## src/rtl/rom_seq_pkg.sv

```systemverilog
// Shared types and default widths for the sequential ROM burst reader.
package rom_seq_pkg;

  localparam int ADDR_W_DEF = 3;
  localparam int DATA_W_DEF = 8;
  localparam int SETTLE_W   = 4;

  typedef enum logic [1:0] {
    ST_IDLE   = 2'd0,
    ST_SELECT = 2'd1,
    ST_OUTPUT = 2'd2,
    ST_DONE   = 2'd3
  } state_t;

endpackage

```

## src/rtl/rom_seq_reader_if.sv

```systemverilog
// Burst command, ROM bus and output stream of rom_seq_reader.
// ROM_SEQ_PARITY_EN adds the out_parity signal.
interface rom_seq_reader_if
  import rom_seq_pkg::*;
#(
  parameter int ADDR_W = ADDR_W_DEF,
  parameter int DATA_W = DATA_W_DEF
);

  logic              start;
  logic [ADDR_W-1:0] start_addr;
  logic [ADDR_W-1:0] length;
  logic              abort;
  logic [ADDR_W-1:0] rom_addr;
  logic              rom_sel;
  logic [DATA_W-1:0] rom_data;
  logic [DATA_W-1:0] out_data;
  logic              out_valid;
  logic              out_ready;
  logic              busy;
  logic              done;
`ifdef ROM_SEQ_PARITY_EN
  logic              out_parity;

  modport slave (
    input  start, start_addr, length, abort, rom_data, out_ready,
    output rom_addr, rom_sel, out_data, out_valid, busy, done, out_parity
  );
  modport master (
    output start, start_addr, length, abort, rom_data, out_ready,
    input  rom_addr, rom_sel, out_data, out_valid, busy, done, out_parity
  );
`else
  modport slave (
    input  start, start_addr, length, abort, rom_data, out_ready,
    output rom_addr, rom_sel, out_data, out_valid, busy, done
  );
  modport master (
    output start, start_addr, length, abort, rom_data, out_ready,
    input  rom_addr, rom_sel, out_data, out_valid, busy, done
  );
`endif

endinterface

```

## src/rtl/rom_seq_addr_gen.sv

```systemverilog
// Address and remaining-word counter for a ROM burst; last_o flags the
// final word. A zero length loads a full 2^ADDR_W word burst.
module rom_seq_addr_gen
  import rom_seq_pkg::*;
#(
  parameter int ADDR_W = ADDR_W_DEF
) (
  input  logic              clk,
  input  logic              rst,
  input  logic              load_i,
  input  logic              step_i,
  input  logic [ADDR_W-1:0] start_addr_i,
  input  logic [ADDR_W-1:0] length_i,
  output logic [ADDR_W-1:0] addr_o,
  output logic              last_o
);

  logic [ADDR_W-1:0] addr_q, addr_d;
  logic [ADDR_W:0]   remain_q, remain_d;

  always_comb begin
    addr_d   = addr_q;
    remain_d = remain_q;
    if (load_i) begin
      addr_d   = start_addr_i;
      remain_d = (length_i == '0) ? {1'b1, {ADDR_W{1'b0}}} : {1'b0, length_i};
    end else if (step_i) begin
      // Address wraps silently through natural overflow.
      addr_d   = addr_q + ADDR_W'(1);
      remain_d = remain_q - (ADDR_W+1)'(1);
    end
  end

  always_ff @(posedge clk or posedge rst) begin
    if (rst) begin
      addr_q   <= '0;
      remain_q <= '0;
    end else begin
      addr_q   <= addr_d;
      remain_q <= remain_d;
    end
  end

  assign addr_o = addr_q;
  assign last_o = (remain_q == (ADDR_W+1)'(1));

endmodule

```

## src/rtl/rom_seq_reader.sv

```systemverilog
// Reads a burst of consecutive ROM words, holding the address for
// SETTLE_CYC cycles before each capture. ROM_SEQ_PARITY_EN adds out_parity.
module rom_seq_reader
  import rom_seq_pkg::*;
#(
  parameter int ADDR_W     = ADDR_W_DEF,
  parameter int DATA_W     = DATA_W_DEF,
  parameter int SETTLE_CYC = 1
) (
  input  logic             clk,
  input  logic             rst,
  rom_seq_reader_if.slave  bus
);

  localparam logic [SETTLE_W-1:0] SETTLE_LAST = SETTLE_W'(SETTLE_CYC - 1);

  state_t              state_q, state_d;
  logic [SETTLE_W-1:0] settle_q, settle_d;
  logic [DATA_W-1:0]   out_data_q;
  logic                load, step, capture, last;
  logic [ADDR_W-1:0]   rom_addr;

  rom_seq_addr_gen #(.ADDR_W(ADDR_W)) u_addr_gen (
    .clk          (clk),
    .rst          (rst),
    .load_i       (load),
    .step_i       (step),
    .start_addr_i (bus.start_addr),
    .length_i     (bus.length),
    .addr_o       (rom_addr),
    .last_o       (last)
  );

  always_comb begin
    state_d  = state_q;
    settle_d = settle_q;
    load     = 1'b0;
    step     = 1'b0;
    capture  = 1'b0;
    case (state_q)
      ST_IDLE: begin
        if (bus.start && !bus.abort) begin
          load     = 1'b1;
          settle_d = '0;
          state_d  = ST_SELECT;
        end
      end
      ST_SELECT: begin
        if (bus.abort) begin
          settle_d = '0;
          state_d  = ST_IDLE;
        end else if (settle_q == SETTLE_LAST) begin
          capture  = 1'b1;
          settle_d = '0;
          state_d  = ST_OUTPUT;
        end else begin
          settle_d = settle_q + SETTLE_W'(1);
        end
      end
      ST_OUTPUT: begin
        if (bus.abort) begin
          state_d = ST_IDLE;
        end else if (bus.out_ready) begin
          step    = !last;
          state_d = last ? ST_DONE : ST_SELECT;
        end
      end
      default: state_d = ST_IDLE;
    endcase
  end

  always_ff @(posedge clk or posedge rst) begin
    if (rst) begin
      state_q    <= ST_IDLE;
      settle_q   <= '0;
      out_data_q <= '0;
    end else begin
      state_q  <= state_d;
      settle_q <= settle_d;
      if (capture) out_data_q <= bus.rom_data;
    end
  end

`ifdef ROM_SEQ_PARITY_EN
  logic out_parity_q;

  always_ff @(posedge clk or posedge rst) begin
    if (rst)          out_parity_q <= 1'b0;
    else if (capture) out_parity_q <= ^bus.rom_data;
  end

  assign bus.out_parity = out_parity_q;
`endif

  // Status outputs decode straight from the registered state.
  assign bus.rom_addr  = rom_addr;
  assign bus.rom_sel   = (state_q == ST_SELECT) || (state_q == ST_OUTPUT);
  assign bus.out_valid = (state_q == ST_OUTPUT);
  assign bus.busy      = (state_q != ST_IDLE);
  assign bus.done      = (state_q == ST_DONE);
  assign bus.out_data  = out_data_q;

endmodule

```

## src/flat_wrapper.sv

```systemverilog
// flat-port wrapper written by rule: the top's interface ports become plain ports
module rom_seq_reader_flat import rom_seq_pkg::*;
#(
  parameter int ADDR_W     = ADDR_W_DEF,
  parameter int DATA_W     = DATA_W_DEF,
  parameter int SETTLE_CYC = 1
)
  (clk, rst, bus_start, bus_start_addr, bus_length, bus_abort, bus_rom_data, bus_out_ready, bus_rom_addr, bus_rom_sel, bus_out_data, bus_out_valid, bus_busy, bus_done);
  rom_seq_reader_if #(.ADDR_W(ADDR_W), .DATA_W(DATA_W)) bus_i ();
  input  logic clk;
  input  logic rst;
  input wire logic [$bits(bus_i.start)-1:0] bus_start;
  input wire logic [$bits(bus_i.start_addr)-1:0] bus_start_addr;
  input wire logic [$bits(bus_i.length)-1:0] bus_length;
  input wire logic [$bits(bus_i.abort)-1:0] bus_abort;
  input wire logic [$bits(bus_i.rom_data)-1:0] bus_rom_data;
  input wire logic [$bits(bus_i.out_ready)-1:0] bus_out_ready;
  output wire logic [$bits(bus_i.rom_addr)-1:0] bus_rom_addr;
  output wire logic [$bits(bus_i.rom_sel)-1:0] bus_rom_sel;
  output wire logic [$bits(bus_i.out_data)-1:0] bus_out_data;
  output wire logic [$bits(bus_i.out_valid)-1:0] bus_out_valid;
  output wire logic [$bits(bus_i.busy)-1:0] bus_busy;
  output wire logic [$bits(bus_i.done)-1:0] bus_done;
  assign bus_i.start = bus_start;
  assign bus_i.start_addr = bus_start_addr;
  assign bus_i.length = bus_length;
  assign bus_i.abort = bus_abort;
  assign bus_i.rom_data = bus_rom_data;
  assign bus_i.out_ready = bus_out_ready;
  assign bus_rom_addr = bus_i.rom_addr;
  assign bus_rom_sel = bus_i.rom_sel;
  assign bus_out_data = bus_i.out_data;
  assign bus_out_valid = bus_i.out_valid;
  assign bus_busy = bus_i.busy;
  assign bus_done = bus_i.done;
  rom_seq_reader #(.ADDR_W(ADDR_W), .DATA_W(DATA_W), .SETTLE_CYC(SETTLE_CYC)) u_core (.clk(clk), .rst(rst), .bus(bus_i));
endmodule
```

## config.mk

```make
export PLATFORM = sky130hd
export DESIGN_NAME = rom_seq_reader_flat
export DESIGN_NICKNAME = d
export VERILOG_FILES = /design/src/rtl/rom_seq_pkg.sv /design/src/rtl/rom_seq_reader_if.sv /design/src/rtl/rom_seq_addr_gen.sv /design/src/rtl/rom_seq_reader.sv /design/src/flat_wrapper.sv
export SDC_FILE = /design/constraint.sdc
export NUM_CORES = 1
export LEC_CHECK = 0
export ABC_AREA = 1
export ABC_CLOCK_PERIOD_IN_PS = 1300
export CELL_PAD_IN_SITES_DETAIL_PLACEMENT = 1
export CELL_PAD_IN_SITES_GLOBAL_PLACEMENT = 1
export CORE_UTILIZATION = 32
export DETAILED_ROUTE_END_ITERATION = 10
export PLACE_DENSITY = 0.81
export SLEW_MARGIN = 20
export SYNTH_ARGS = -nofsm -noshare
export SYNTH_HDL_FRONTEND = slang
export SYNTH_SLANG_ARGS = --single-unit
```

## constraint.sdc

```tcl
create_clock -name clk -period 1.3 [get_ports clk]
set_clock_uncertainty 0.15 [all_clocks]
set_input_delay 0.13 -clock clk [delete_from_list [all_inputs] [get_ports clk]]
set_output_delay 0.13 -clock clk [all_outputs]
set_load 0.01 [all_outputs]
```

---- Yosys cells after proc, flatten, opt, wreduce, memory -nomap -nowiden ----
Cells that the tools add are included.
Widths: inputs -> output; s select.
cells by class
  equal/unequal tests ..................... 7
  mux-type cells .......................... 24
  add/sub/neg operators ................... 3
  reductions and logical operators ........ 12
operators with widths
  kind                 number
  $mux 4               6
  $mux 2               6
  $mux 1               8
  $pmux 4 s2           1
  $mux 3               2
  $pmux 2 s3           1
  $reduce_bool 2->1    3
  $add 4x1->4 const B  1
  $eq 2x2->1 const B   2
  $eq 4x1->1 const B   1
  $logic_not 4->1      1
  $sub 4x1->4 const B  1
  $add 3x1->3 const B  1
  $logic_not 3->1      1
  $ne 3x2->1 const B   1
  $ne 3x3->1 const B   1
  $reduce_and 3->1     1
  $eq 2x1->1 const B   1
  $logic_not 1->1      2
  $logic_not 2->1      1
  $ne 2x1->1 const B   1
  $reduce_and 2->1     1
  $logic_and 1x1->1    1
  $logic_or 1x1->1     1
storage, ports and cells
  register bits ........................... 21
  bits of input ports ..................... 19

---- Depth between registers and ports, before layout ----
  word-level depth ........................ 7
  gate-level depth with buffers ........... 8
  gate-level depth less buffers ........... 8

---- By module ----
A second synthesis with hierarchy kept.
second synthesis, totals
  cells, all modules ...................... 147
  area total of the unflattened synthesis .. 1256.2 µm²
modules (own cells, without submodules)
  module            sequential area each (µm²)  cells each  times used  area each (µm²)
  rom_seq_reader    350.3                       98          1           829.5
  rom_seq_addr_gen  175.2                       49          1           426.7

---- Least setup slack after synthesis ----
Ideal clock, no wire load.
  path type ............................... flip-flop to flip-flop
  from .................................... register u_core.state_q[0]
  to ...................................... register u_core.settle_q[2]
  clock period less this slack ............ 1.465 ns
  buffers on the path ..................... 0
  path slack .............................. -0.165 ns
  stages on the path, launching flop included .. 9
  arrival ................................. 1.196 ns
  library setup time ...................... 0.119 ns
  path through ............................ dfrtp_1 > inv_1 > ha_1 > inv_1 > nand2_1 > nand2_2 > nand3_1 > nand2_1 > nor2_1
between the ends
  word-level cells in the longest chain between the ends .. 3
  elaborated cells between the ends (all ways) .. 6
  those cells by class .................... 2 x eq/ne; 1 x mux; 3 x reduce/logical
ends and longest elaborated chain
  what                                                              line                  text
  start: declaration                                                rom_seq_reader.sv:17  state_t state_q, state_d;
  start signal: assignment                                          rom_seq_reader.sv:78  state_q <= state_d;
  $eq 2x1->1 or $logic_not 2->1 (tied branches)                     rom_seq_reader.sv:40  case (state_q)
  $reduce_bool 2->1 (no source line) or $ne 2x1->1 (tied branches)  -
  $reduce_and 2->1 (no source line)                                 -
  end signal: assignment                                            rom_seq_reader.sv:79  settle_q <= settle_d;
  end: declaration                                                  rom_seq_reader.sv:18  logic [SETTLE_W-1:0] settle_q, settle_d;
Several ways; a longest one is shown, not always the timed one.
A chain may end at the register's enable or synchronous reset.

---- Worst setup path in the final report ----
  from .................................... register u_core.state_q[1]
  to ...................................... register u_core.u_addr_gen.addr_q[1] (netlist: u_core.u_addr_gen.addr_o[1])
between the ends
  word-level cells in the longest chain between the ends .. 3
  elaborated cells between the ends (all ways) .. 6
  those cells by class .................... 1 x eq/ne; 3 x mux; 2 x reduce/logical
ends and longest elaborated chain
  what                                                          line                    text
  $eq 2x2->1 or $logic_not 2->1 (tied branches)                 rom_seq_reader.sv:40
  $mux 1                                                        rom_seq_reader.sv:40
  $reduce_bool 2->1 (no source line) or $mux 3 (tied branches)  -
  end signal: assignment                                        rom_seq_addr_gen.sv:39  addr_q <= addr_d;
  end: declaration                                              rom_seq_addr_gen.sv:18  logic [ADDR_W-1:0] addr_q, addr_d;
Several ways; a longest one is shown, not always the timed one.

==> flow_summary.ini <==
[outcome]
status = finished with violations
violations = negative setup slack

[flow_run]
cap_violations = 0

[die]
start_util_pct = 33.31
die-area_sq_mm = 0.004426
chipHeight_um = 66.53
num_rows = 23
fp.dieW_um = 66.53
core_area_sq_mm = 0.004000
io_pins = 34

[detailed_routing]
wire_per_inst_um = 14.61
drtAntennaViolNets = 0
drtIter0Drc = 44
via_per_inst = 4.685
via_count = 1251
met3_length_um = 103
wl_met1_um = 1678
highest_layer = met4
drc = 0
wirelength_um = 3902
drt_first_pass_iters = 4
dr_wl_met2_um = 2080

[sta]
max-slew-margin-rel_pct = 85.97
holdWs_ns = 0.01475
tightest_slew_ns = 0.2104
setup_viol_count_final = 25
rsz0062_at_grt = true
post-route-min-period_ns = 1.480
final_hold_viol_count = 0
final.setup.tns_ns = -3.312
max_freq_mhz = 675.9
period_share_pct = 113.8
drv_slew = 0
layout_setup_ws_ns = -0.1796

[pwr]
power_switching_uw = 1699
power_density_mw_per_mm2 = 1904
pwr-share-seq_pct = 27.3
irDropWorstVdd_mv = 0.8172
netSwitchingFraction_pct = 42.80
combPwrFrac_pct = 60.9
p_leak_uw = 0.001070
intPower_uw = 2271
power.total_uw = 3970
clkPwrFrac_pct = 11.8

[critical_path]
start_kind = register
timing.rr.start = u_core.state_q[1]$_DFFE_PP0P_
crit_type = register to register
cp.arrival_ns = 1.50
r2r_setup_slack_ns = -0.18
cp.required_ns = 1.32
timing.rr.end = u_core.u_addr_gen.addr_o[1]$_DFFE_PP0P_
rr_worst_depth = 8
end_kind = register
path_max_fanout = 8

[finish]
final_cell_mix = nand2_1 (31), inv_1 (20), dfrtp_1 (20)
final_common_cell = nand2_1
nNetsFinal = 247
fin_util_pct = 52.14
area_growth_pct = 56.53
final_cells = 267
antenna_cells = 0
layout-drive-gt1-share_pct = 37.33

[global_routing]
grt_pass1_vias = 1392
antenna_found_initial = 0
grt_max_degree = 22
grt_pass1_wl_um = 6458
grt_overflow_total = 0
grtUsageTotal_pct = 19.54

[clocking]
cts_buffer_depth = 2
cts_sinks = 21
htreeDepth = 1
clk-insertion-delay-late_ns = 0.27
cts-root-buf = clkbuf_8
clk_pin_slew_ns = 0.09
cts_made_buffers = 3
cts_tree = yes
hold_buffers = 0

[logic_synthesis]
synthDistinctLibCells = 20
synth_fp_nets = 188
ys_seq_area_share_pct = 39.44
ys_ff_latch = 21
avgSynthCellArea_sq_um = 8.381
netlist_instances = 159
yosys_warnings = 0
synth_area_sq_mm = 0.001333

[placement]
numPortBuffers = 33
dp_hpwl_um = 2631
dp.cells = 256
gp_congestion = 0.7766

[hold_path]
hold_path_class = input port to asynchronous set/reset pin
-- per-stage QoR --
step | setup WS [ns] | instance area [sq um]
3_3_place_gp | -0.2012 | 1894
2_1_floorplan | -0.1225 | 1379
4_1_cts | -0.1749 | 2041
6_report | -0.1796 | 2086
3_5_place_dp | -0.2602 | 1894
5_1_grt | -0.2594 | 2086
-- cell type report --
type | instances | area (sq um)
Fill cell | 479 | 1914
Multi-Input combinational cell | 112 | 837.1
Sequential cell | 21 | 526.8
Timing Repair Buffer | 54 | 505.5
Inverter | 26 | 107.6
Tap cell | 50 | 62.56
Clock buffer | 3 | 41.29
Clock inverter | 1 | 5.005
-- sequential cells by signal, summed over array words and instances, names as in the netlist --
register                    flops
u_core.u_addr_gen.addr_o        3
u_core.u_addr_gen.remain_q      4
u_core.settle_q                 4
u_core.bus.out_data             8
u_core.state_q                  2
-- worst max path at each step --
stage                                  startpoint                                       to  slack, ns  cells after the start
floorplan           u_core.state_q[1]$_DFFE_PP0P_  u_core.u_addr_gen.addr_o[0]$_DFFE_PP0P_      -0.12                      8
global placement                        bus_abort           u_core.settle_q[2]$_DFFE_PP0P_      -0.20                      7
detailed placement                      bus_abort           u_core.settle_q[3]$_DFFE_PP0P_      -0.26                      7
CTS                 u_core.state_q[0]$_DFFE_PP0P_  u_core.u_addr_gen.addr_o[0]$_DFFE_PP0P_      -0.17                      8
global route        u_core.state_q[0]$_DFFE_PP0P_            u_core.state_q[1]$_DFFE_PP0P_      -0.26                      7
finish              u_core.state_q[1]$_DFFE_PP0P_  u_core.u_addr_gen.addr_o[1]$_DFFE_PP0P_      -0.18                      8
-- Yosys cell counts --
cell type  count  area, sq um
a21oi_1        3        15.01
buf_6          2        22.52
dfrtp_1       21        525.5
ha_1          10        125.1
inv_1         23        86.33
inv_2          1        3.750
inv_4          2        12.51
nand2_1       44        165.2
nand2_2        2        12.51
nand2_4        4        45.04
nand3_1       15        75.07
nand3_4        2        35.03
nand4_1        1        6.260
nor2_1         6        22.52
nor2_4         2        22.52
o21ai_0        5        25.02
o21ai_1        2        10.01
o21ai_2       12        105.1
xnor2_1        1        8.760
xor2_1         1        8.760
-- power by group through the flow --
stage / logic [uW] / registers (uW) / clock network (uW)
6_report: 2420 / 1090 / 469
3_5_place_dp: 2200 / 1080 / 0
2_1_floorplan: 1180 / 1160 / 0
4_1_cts: 2290 / 1080 / 465
3_3_place_gp: 2100 / 1070 / 0
5_1_grt: 2650 / 1120 / 503
-- routing by layer --
layer / track usage [%] / up-vias
met1: 22.49 / 611
met5: 0 / -
met4: 3.989 / 0
met3: 3.082 / 4
met2: 37.50 / 18
li1: - / 618
-- worst max-delay path: stages (launching register included) --
cell	delay, ns
dfrtp_1	0.41
inv_2	0.11
ha_4	0.17
nand3_4	0.15
buf_12	0.19
nand2_2	0.05
nand2_1	0.04
nand2_1	0.06
nand2_1	0.05
-- logic make-up after synthesis --
| family | share of synthesized area [%] |
|---|---|
| XOR/XNOR | 1.315 |
| AO/OA/AOI/OAI | 11.64 |
| buffers and inverters | 9.389 |
| flip-flops | 39.44 |
| AND/OR/NAND/NOR | 28.83 |
| adder cells (fa/ha/maj) | 9.390 |
-- what timing repair did --
item | 4_1_cts | 5_1_grt
setup buffers | 2 | 3
resized for setup | 52 | 4
pin swaps | 5 | 2
endpoints found under the setup margin | 36 | 27
gates cloned | 2 | 0
Note: power is estimated with default switching activity, not from simulation.
